<file path="src/rtl/prng_pkg.sv">
// Shared constants and types for the LFSR pseudo-random generator.
package prng_pkg;

  // Maximal-length Fibonacci tap masks (bit i set => state[i] feeds the XOR)
  localparam logic [3:0]  TAPS_W4  = 4'b1100;
  localparam logic [7:0]  TAPS_W8  = 8'hB8;
  localparam logic [15:0] TAPS_W16 = 16'hB400;
  localparam logic [30:0] TAPS_W31 = 31'h4800_0000;
  localparam logic [31:0] TAPS_W32 = 32'h8020_0003;

  typedef enum logic {
    S_EMPTY,
    S_FULL
  } out_state_e;

endpackage

</file>
<file path="src/rtl/lfsr_core.sv">
// Fibonacci LFSR state register with runtime seed load and all-zero recovery.
module lfsr_core
  import prng_pkg::*;
#(
  parameter int unsigned      WIDTH        = 31,
  parameter logic [WIDTH-1:0] TAPS         = TAPS_W31,
  parameter logic [WIDTH-1:0] SEED_DEFAULT = WIDTH'(25)
) (
  input  logic             CLK,
  input  logic             RST_N,
  input  logic             en,
  input  logic             seed_load,
  input  logic [WIDTH-1:0] seed,
  output logic [WIDTH-1:0] state,
  output logic             lockup
);

  localparam logic [WIDTH-1:0] ResetState = (SEED_DEFAULT == '0) ? WIDTH'(1) : SEED_DEFAULT;

  logic [WIDTH-1:0] state_q, state_d;
  logic             lockup_q, lockup_d;

  always_comb begin
    state_d = state_q;
    if (seed_load) begin
      state_d = seed;
    end else if (en) begin
      state_d = {state_q[WIDTH-2:0], ^(state_q & TAPS)};
    end
    // A zero state would stick forever; replace it and flag the event.
    lockup_d = (state_d == '0);
    if (lockup_d) begin
      state_d = WIDTH'(1);
    end
  end

  always_ff @(posedge CLK or negedge RST_N) begin
    if (!RST_N) begin
      state_q  <= ResetState;
      lockup_q <= 1'b0;
    end else begin
      state_q  <= state_d;
      lockup_q <= lockup_d;
    end
  end

  assign state  = state_q;
  assign lockup = lockup_q;

endmodule

</file>
<file path="src/rtl/prng_lfsr_gen.sv">
// LFSR random source delivering one sample every 2^INTERVAL_LOG2 enabled cycles
// over a valid/ready port, with overrun reporting and a free-running random bit.
module prng_lfsr_gen
  import prng_pkg::*;
#(
  parameter int unsigned      WIDTH         = 31,
  parameter logic [WIDTH-1:0] TAPS          = TAPS_W31,
  parameter logic [WIDTH-1:0] SEED_DEFAULT  = WIDTH'(25),
  parameter int unsigned      OUT_WIDTH     = 8,
  parameter int unsigned      INTERVAL_LOG2 = 25
) (
  input  logic                 CLK,
  input  logic                 RST_N,
  input  logic                 en,
  input  logic                 seed_load,
  input  logic [WIDTH-1:0]     seed,
  output logic                 rnd_bit,
  output logic [OUT_WIDTH-1:0] rnd_data,
  output logic                 rnd_valid,
  input  logic                 rnd_ready,
  output logic                 overrun,
  output logic                 lockup
);

  localparam logic [INTERVAL_LOG2-1:0] CntLast = '1;

  logic [WIDTH-1:0] lfsr_state;

  lfsr_core #(
    .WIDTH        (WIDTH),
    .TAPS         (TAPS),
    .SEED_DEFAULT (SEED_DEFAULT)
  ) u_core (
    .CLK       (CLK),
    .RST_N     (RST_N),
    .en        (en),
    .seed_load (seed_load),
    .seed      (seed),
    .state     (lfsr_state),
    .lockup    (lockup)
  );

  logic [INTERVAL_LOG2-1:0] cnt_q, cnt_d;
  out_state_e               ostate_q, ostate_d;
  logic [OUT_WIDTH-1:0]     data_q, data_d;
  logic                     overrun_q, overrun_d;
  logic                     sample_evt;
  logic [OUT_WIDTH-1:0]     sample;
  logic                     unused_state;

  assign sample       = lfsr_state[OUT_WIDTH-1:0];
  assign unused_state = ^lfsr_state;
  // Sample is the pre-step state of the last cycle in the interval.
  assign sample_evt   = en && !seed_load && (cnt_q == CntLast);

  always_comb begin
    cnt_d = cnt_q;
    if (seed_load) begin
      cnt_d = '0;
    end else if (en) begin
      cnt_d = cnt_q + 1'b1;
    end
  end

  always_comb begin
    ostate_d  = ostate_q;
    data_d    = data_q;
    overrun_d = overrun_q;
    if (seed_load) begin
      ostate_d  = S_EMPTY;
      overrun_d = 1'b0;
    end else begin
      unique case (ostate_q)
        S_EMPTY: begin
          if (sample_evt) begin
            data_d   = sample;
            ostate_d = S_FULL;
          end
        end
        S_FULL: begin
          if (sample_evt) begin
            if (rnd_ready) begin
              data_d = sample;
            end else begin
              overrun_d = 1'b1;
            end
          end else if (rnd_ready) begin
            ostate_d = S_EMPTY;
          end
        end
      endcase
    end
  end

  always_ff @(posedge CLK or negedge RST_N) begin
    if (!RST_N) begin
      cnt_q     <= '0;
      ostate_q  <= S_EMPTY;
      data_q    <= '0;
      overrun_q <= 1'b0;
    end else begin
      cnt_q     <= cnt_d;
      ostate_q  <= ostate_d;
      data_q    <= data_d;
      overrun_q <= overrun_d;
    end
  end

  assign rnd_bit   = lfsr_state[WIDTH-1];
  assign rnd_data  = data_q;
  assign rnd_valid = (ostate_q == S_FULL);
  assign overrun   = overrun_q;

endmodule

</file>
<file path="config.mk">
export PLATFORM = sky130hd
export DESIGN_NAME = prng_lfsr_gen
export DESIGN_NICKNAME = d
export VERILOG_FILES = /design/src/rtl/prng_pkg.sv /design/src/rtl/lfsr_core.sv /design/src/rtl/prng_lfsr_gen.sv
export SDC_FILE = /design/constraint.sdc
export NUM_CORES = 1
export LEC_CHECK = 0
export CORE_UTILIZATION = 58
export CTS_BUF_LIST = sky130_fd_sc_hd__clkbuf_4 sky130_fd_sc_hd__clkbuf_8 sky130_fd_sc_hd__clkbuf_16
export DETAILED_ROUTE_END_ITERATION = 8
export PLACE_DENSITY = 0.95
export SLEW_MARGIN = 20
export SYNTH_ARGS = -nofsm -noshare
export SYNTH_HDL_FRONTEND = slang
export SYNTH_SLANG_ARGS = --single-unit
</file>
<file path="constraint.sdc">
create_clock -name CLK -period 3.2 [get_ports CLK]
set_input_delay 0.64 -clock CLK [delete_from_list [all_inputs] [get_ports CLK]]
set_output_delay 0.64 -clock CLK [all_outputs]
set_load 0.005 [all_outputs]
</file>
==> run_results.csv <==
group,metric,value,unit
power_and_ir_drop,power.switching,0.470,mW
worst_setup_path,rr_startpoint,"cnt_q[0]$_DFFE_PN0P_",
floorplanning,die_area,0.00573,mm^2
power_and_ir_drop,pwr-share-seq,50.5,%
worst_setup_path,crit_path_start_kind,"input port",
placement,numPortBuffers,47,
power_and_ir_drop,power.share.combinational,10.6,%
timing,setup_tns,0,ns
floorplanning,die_h,75.7,um
power_and_ir_drop,peakVddDrop,0.000283,V
floorplanning,row_count,26,
worst_setup_path,reg2reg_depth,7,
layout,diodes,0,
placement,place_ws,0.599,ns
run_status,status,"completed",
flow_run,cap_violations,0,
logic_synthesis,synth_fp_nets,327,
timing,relSlewSlack,68.7,%
layout,final_nets,377,
worst_hold_path,min_path_type,"in2async",
clock_network,post_cts_buffers,0,
worst_setup_path,crit_fanout,30,
floorplanning,pin_count,48,
layout,final_cell_mix,"64 x dfrtp_1, 44 x clkdlybuf4s50_1, 40 x nand2_1, 34 x o21ai_0, 32 x mux2i_1",
clock_network,holdBufCountCts,0,
logic_synthesis,ys_ff_latch,67,
clock_network,clock_sinks,67,
power_and_ir_drop,clkPwrFrac,38.9,%
timing,skew,0.0129,ns
clock_network,clock_path_buffers,2,
clock_network,cts_resized,0,
logic_synthesis,yosysWarnings,0,
layout,layout_commonest_cell,"dfrtp_1",
worst_setup_path,reg2reg_to,"rnd_data[4]$_DFFE_PN0P_",
floorplanning,start_util,60.9,%
clock_network,clk_latency,0.35,ns
layout,fill_cells,326,
clock_network,cts_tree,"done",
logic_synthesis,ys_types,32,
layout,areaGrowthSynthToFinish,23.3,%
worst_setup_path,crit_path_end_kind,"register",
placement,dp_hpwl,4480,um
timing,slew_violations,0,
detailed_routing,drtIter0Drc,109,
detailed_routing,drc_errors,0,
global_route,grt_pass1_wl,10700,um
logic_synthesis,avgSynthCellArea,10.9,um^2
detailed_routing,via_per_inst,5.68,
worst_setup_path,required,3.49,ns
detailed_routing,wl,6590,um
worst_setup_path,worstSetupStartpoint,"en",
timing,setup_viol,0,
detailed_routing,vias,2359,
detailed_routing,wl_per_cell,15.9,um
logic_synthesis,netlist_area,0.00315,mm^2
floorplanning,core_region_area,0.00517,mm^2
timing,min_period,2.33,ns
timing,rsz0062_at_grt,"false",
logic_synthesis,yosysSeqAreaShare,53.3,%
worst_setup_path,rrSetupSlack,1.08,ns
detailed_routing,drt_first_pass_iters,4,
timing,whs,0.296,ns
global_route,grt_usage,26.1,%
logic_synthesis,synth_area_leaders,"dfrtp_1 51%, mux2i_1 10%, o21ai_0 5.4%, nand2_1 4.8%, xor2_1 4.4%",
power_and_ir_drop,p_leak,1.77,nW
clock_network,cts_root_buf,"clkbuf_8",
placement,place_congestion,0.883,
power_and_ir_drop,internal-power,1.36,mW
global_route,gr-total-overflow,0,
timing,fin_crit_sh,72.7,%
logic_synthesis,syn_inst,290,
timing,max_freq,430,MHz
worst_setup_path,cp_data_arrival_time,2.61,ns
logic_synthesis,synth_top_area_cell,"dfrtp_1",
power_and_ir_drop,swShare,25.6,%
power_and_ir_drop,power_density,472,mW/mm^2
timing,worst_pin_slew,0.469,ns
worst_setup_path,crit_end,"u_core.lockup$_DFF_PN0_",
timing,finalHoldViolations,0,
layout,drive_gt1_share,12.5,%
worst_setup_path,worstSetupPathType,"in2reg",
global_route,antenna_found_initial,0,
floorplanning,die_w,75.7,um
detailed_routing,final_antenna_net_count,0,
clock_network,cts_made_buffers,9,
logic_synthesis,synth_top_area_share,50.8,%
clock_network,path_clk_slew,0.07,ns
global_route,grt_max_degree,41,
timing,fin_ws,0.874,ns
clock_network,h-tree-depth,3,
global_route,grt_pass1_vias,2321,
cell families (layout without fill, tap and decap cells):
logic type / after synthesis / after routing / share of synthesized area (%)
compound gates: 40 / 40 / 6.55
xor+xnor: 22 / 22 / 6.12
fa+ha+maj: 1 / 1 / 0.397
buf+inv: 16 / 71 / 2.42
flops: 67 / 67 / 53.3
mux: 40 / 40 / 13.0
simple gates: 104 / 104 / 18.1
cell type report:
| class | instances | area, um^2 | area share [%] |
|---|---|---|---|
| Sequential cell | 67 | 1680 | 43.3 |
| Multi-Input combinational cell | 207 | 1390 | 35.9 |
| Timing Repair Buffer | 53 | 513 | 13.2 |
| Clock buffer | 10 | 138 | 3.54 |
| Tap cell | 70 | 87.6 | 2.25 |
| Clock inverter | 6 | 65.1 | 1.67 |
| Inverter | 2 | 7.51 | 0.193 |
stage by stage:
step | total power [mW] | cells | utilization, % | instance area [um^2]
after floorplan | 1.03 | 290 | - | 3150
after CTS | 1.84 | 415 | 75.1 | 3880
after global routing | 1.90 | 415 | 75.1 | 3880
after global placement | 1.12 | 399 | 71.2 | 3680
final | 1.83 | 415 | 75.1 | 3880
after detailed placement | 1.13 | 399 | 71.2 | 3680
power groups by stage:
| stage | clock network, mW | registers, mW | logic (mW) |
|---|---|---|---|
| 2_1_floorplan | 0 | 0.930 | 0.102 |
| 3_3_place_gp | 0 | 0.939 | 0.180 |
| 3_5_place_dp | 0 | 0.941 | 0.189 |
| 4_1_cts | 0.721 | 0.926 | 0.193 |
| 5_1_grt | 0.754 | 0.930 | 0.212 |
| 6_report | 0.714 | 0.926 | 0.194 |
sequential cells by signal (all words and copies together), names as in the netlist:
register / count
cnt_q: 25
rnd_data: 8
overrun: 1
u_core.lockup: 1
rnd_valid: 1
u_core.state: 31
cell usage after synthesis:
cell,count
nand2b_1,2
o31ai_1,1
mux2_2,8
and3_1,4
or4_1,3
buf_2,4
nor2_1,24
nor4_4,2
dfstp_2,3
nand4b_4,1
ha_1,1
and4_1,4
nand4_4,1
nand4_1,7
xnor2_1,6
nand2_1,40
mux2i_1,32
o21ai_0,34
buf_1,2
a21oi_1,4
nand4_2,1
nor3_1,1
or3_1,3
nor4_1,6
nand3_1,4
and3_4,1
a31o_2,1
clkbuf_1,5
dfrtp_1,64
inv_1,2
xor2_1,16
buf_4,3
metal layers:
metal | wire [um] | track usage, % | part of all wire [%] | vias to the layer above
li1 | - | - | - | 1114
met1 | 2920 | 33.3 | 44 | 1144
met2 | 3160 | 41.0 | 48 | 78
met3 | 303 | 6.48 | 4.6 | 23
met4 | 211 | 15.2 | 3.2 | 0
met5 | 0 | 0 | 0 | -
how the worst min path moves through the flow:
stage	to	slack, ns	depth (start not counted)
final	cnt_q[13]$_DFFE_PN0P_	0.30	2
after global routing	cnt_q[13]$_DFFE_PN0P_	0.34	2
after CTS	cnt_q[23]$_DFFE_PN0P_	0.30	2
after floorplan	cnt_q[0]$_DFFE_PN0P_	0.34	0
after global placement	overrun$_DFFE_PN0P_	0.47	2
after detailed placement	rnd_data[5]$_DFFE_PN0P_	0.49	1
worst max-delay path, stage by stage:
cell	delay (ns)
buf_2	0.20
buf_12	0.26
mux2i_1	0.24
o21ai_0	0.14
or4_1	0.56
nor4_1	0.36
and3_1	0.20
Note: power is estimated with default switching activity, not from simulation.
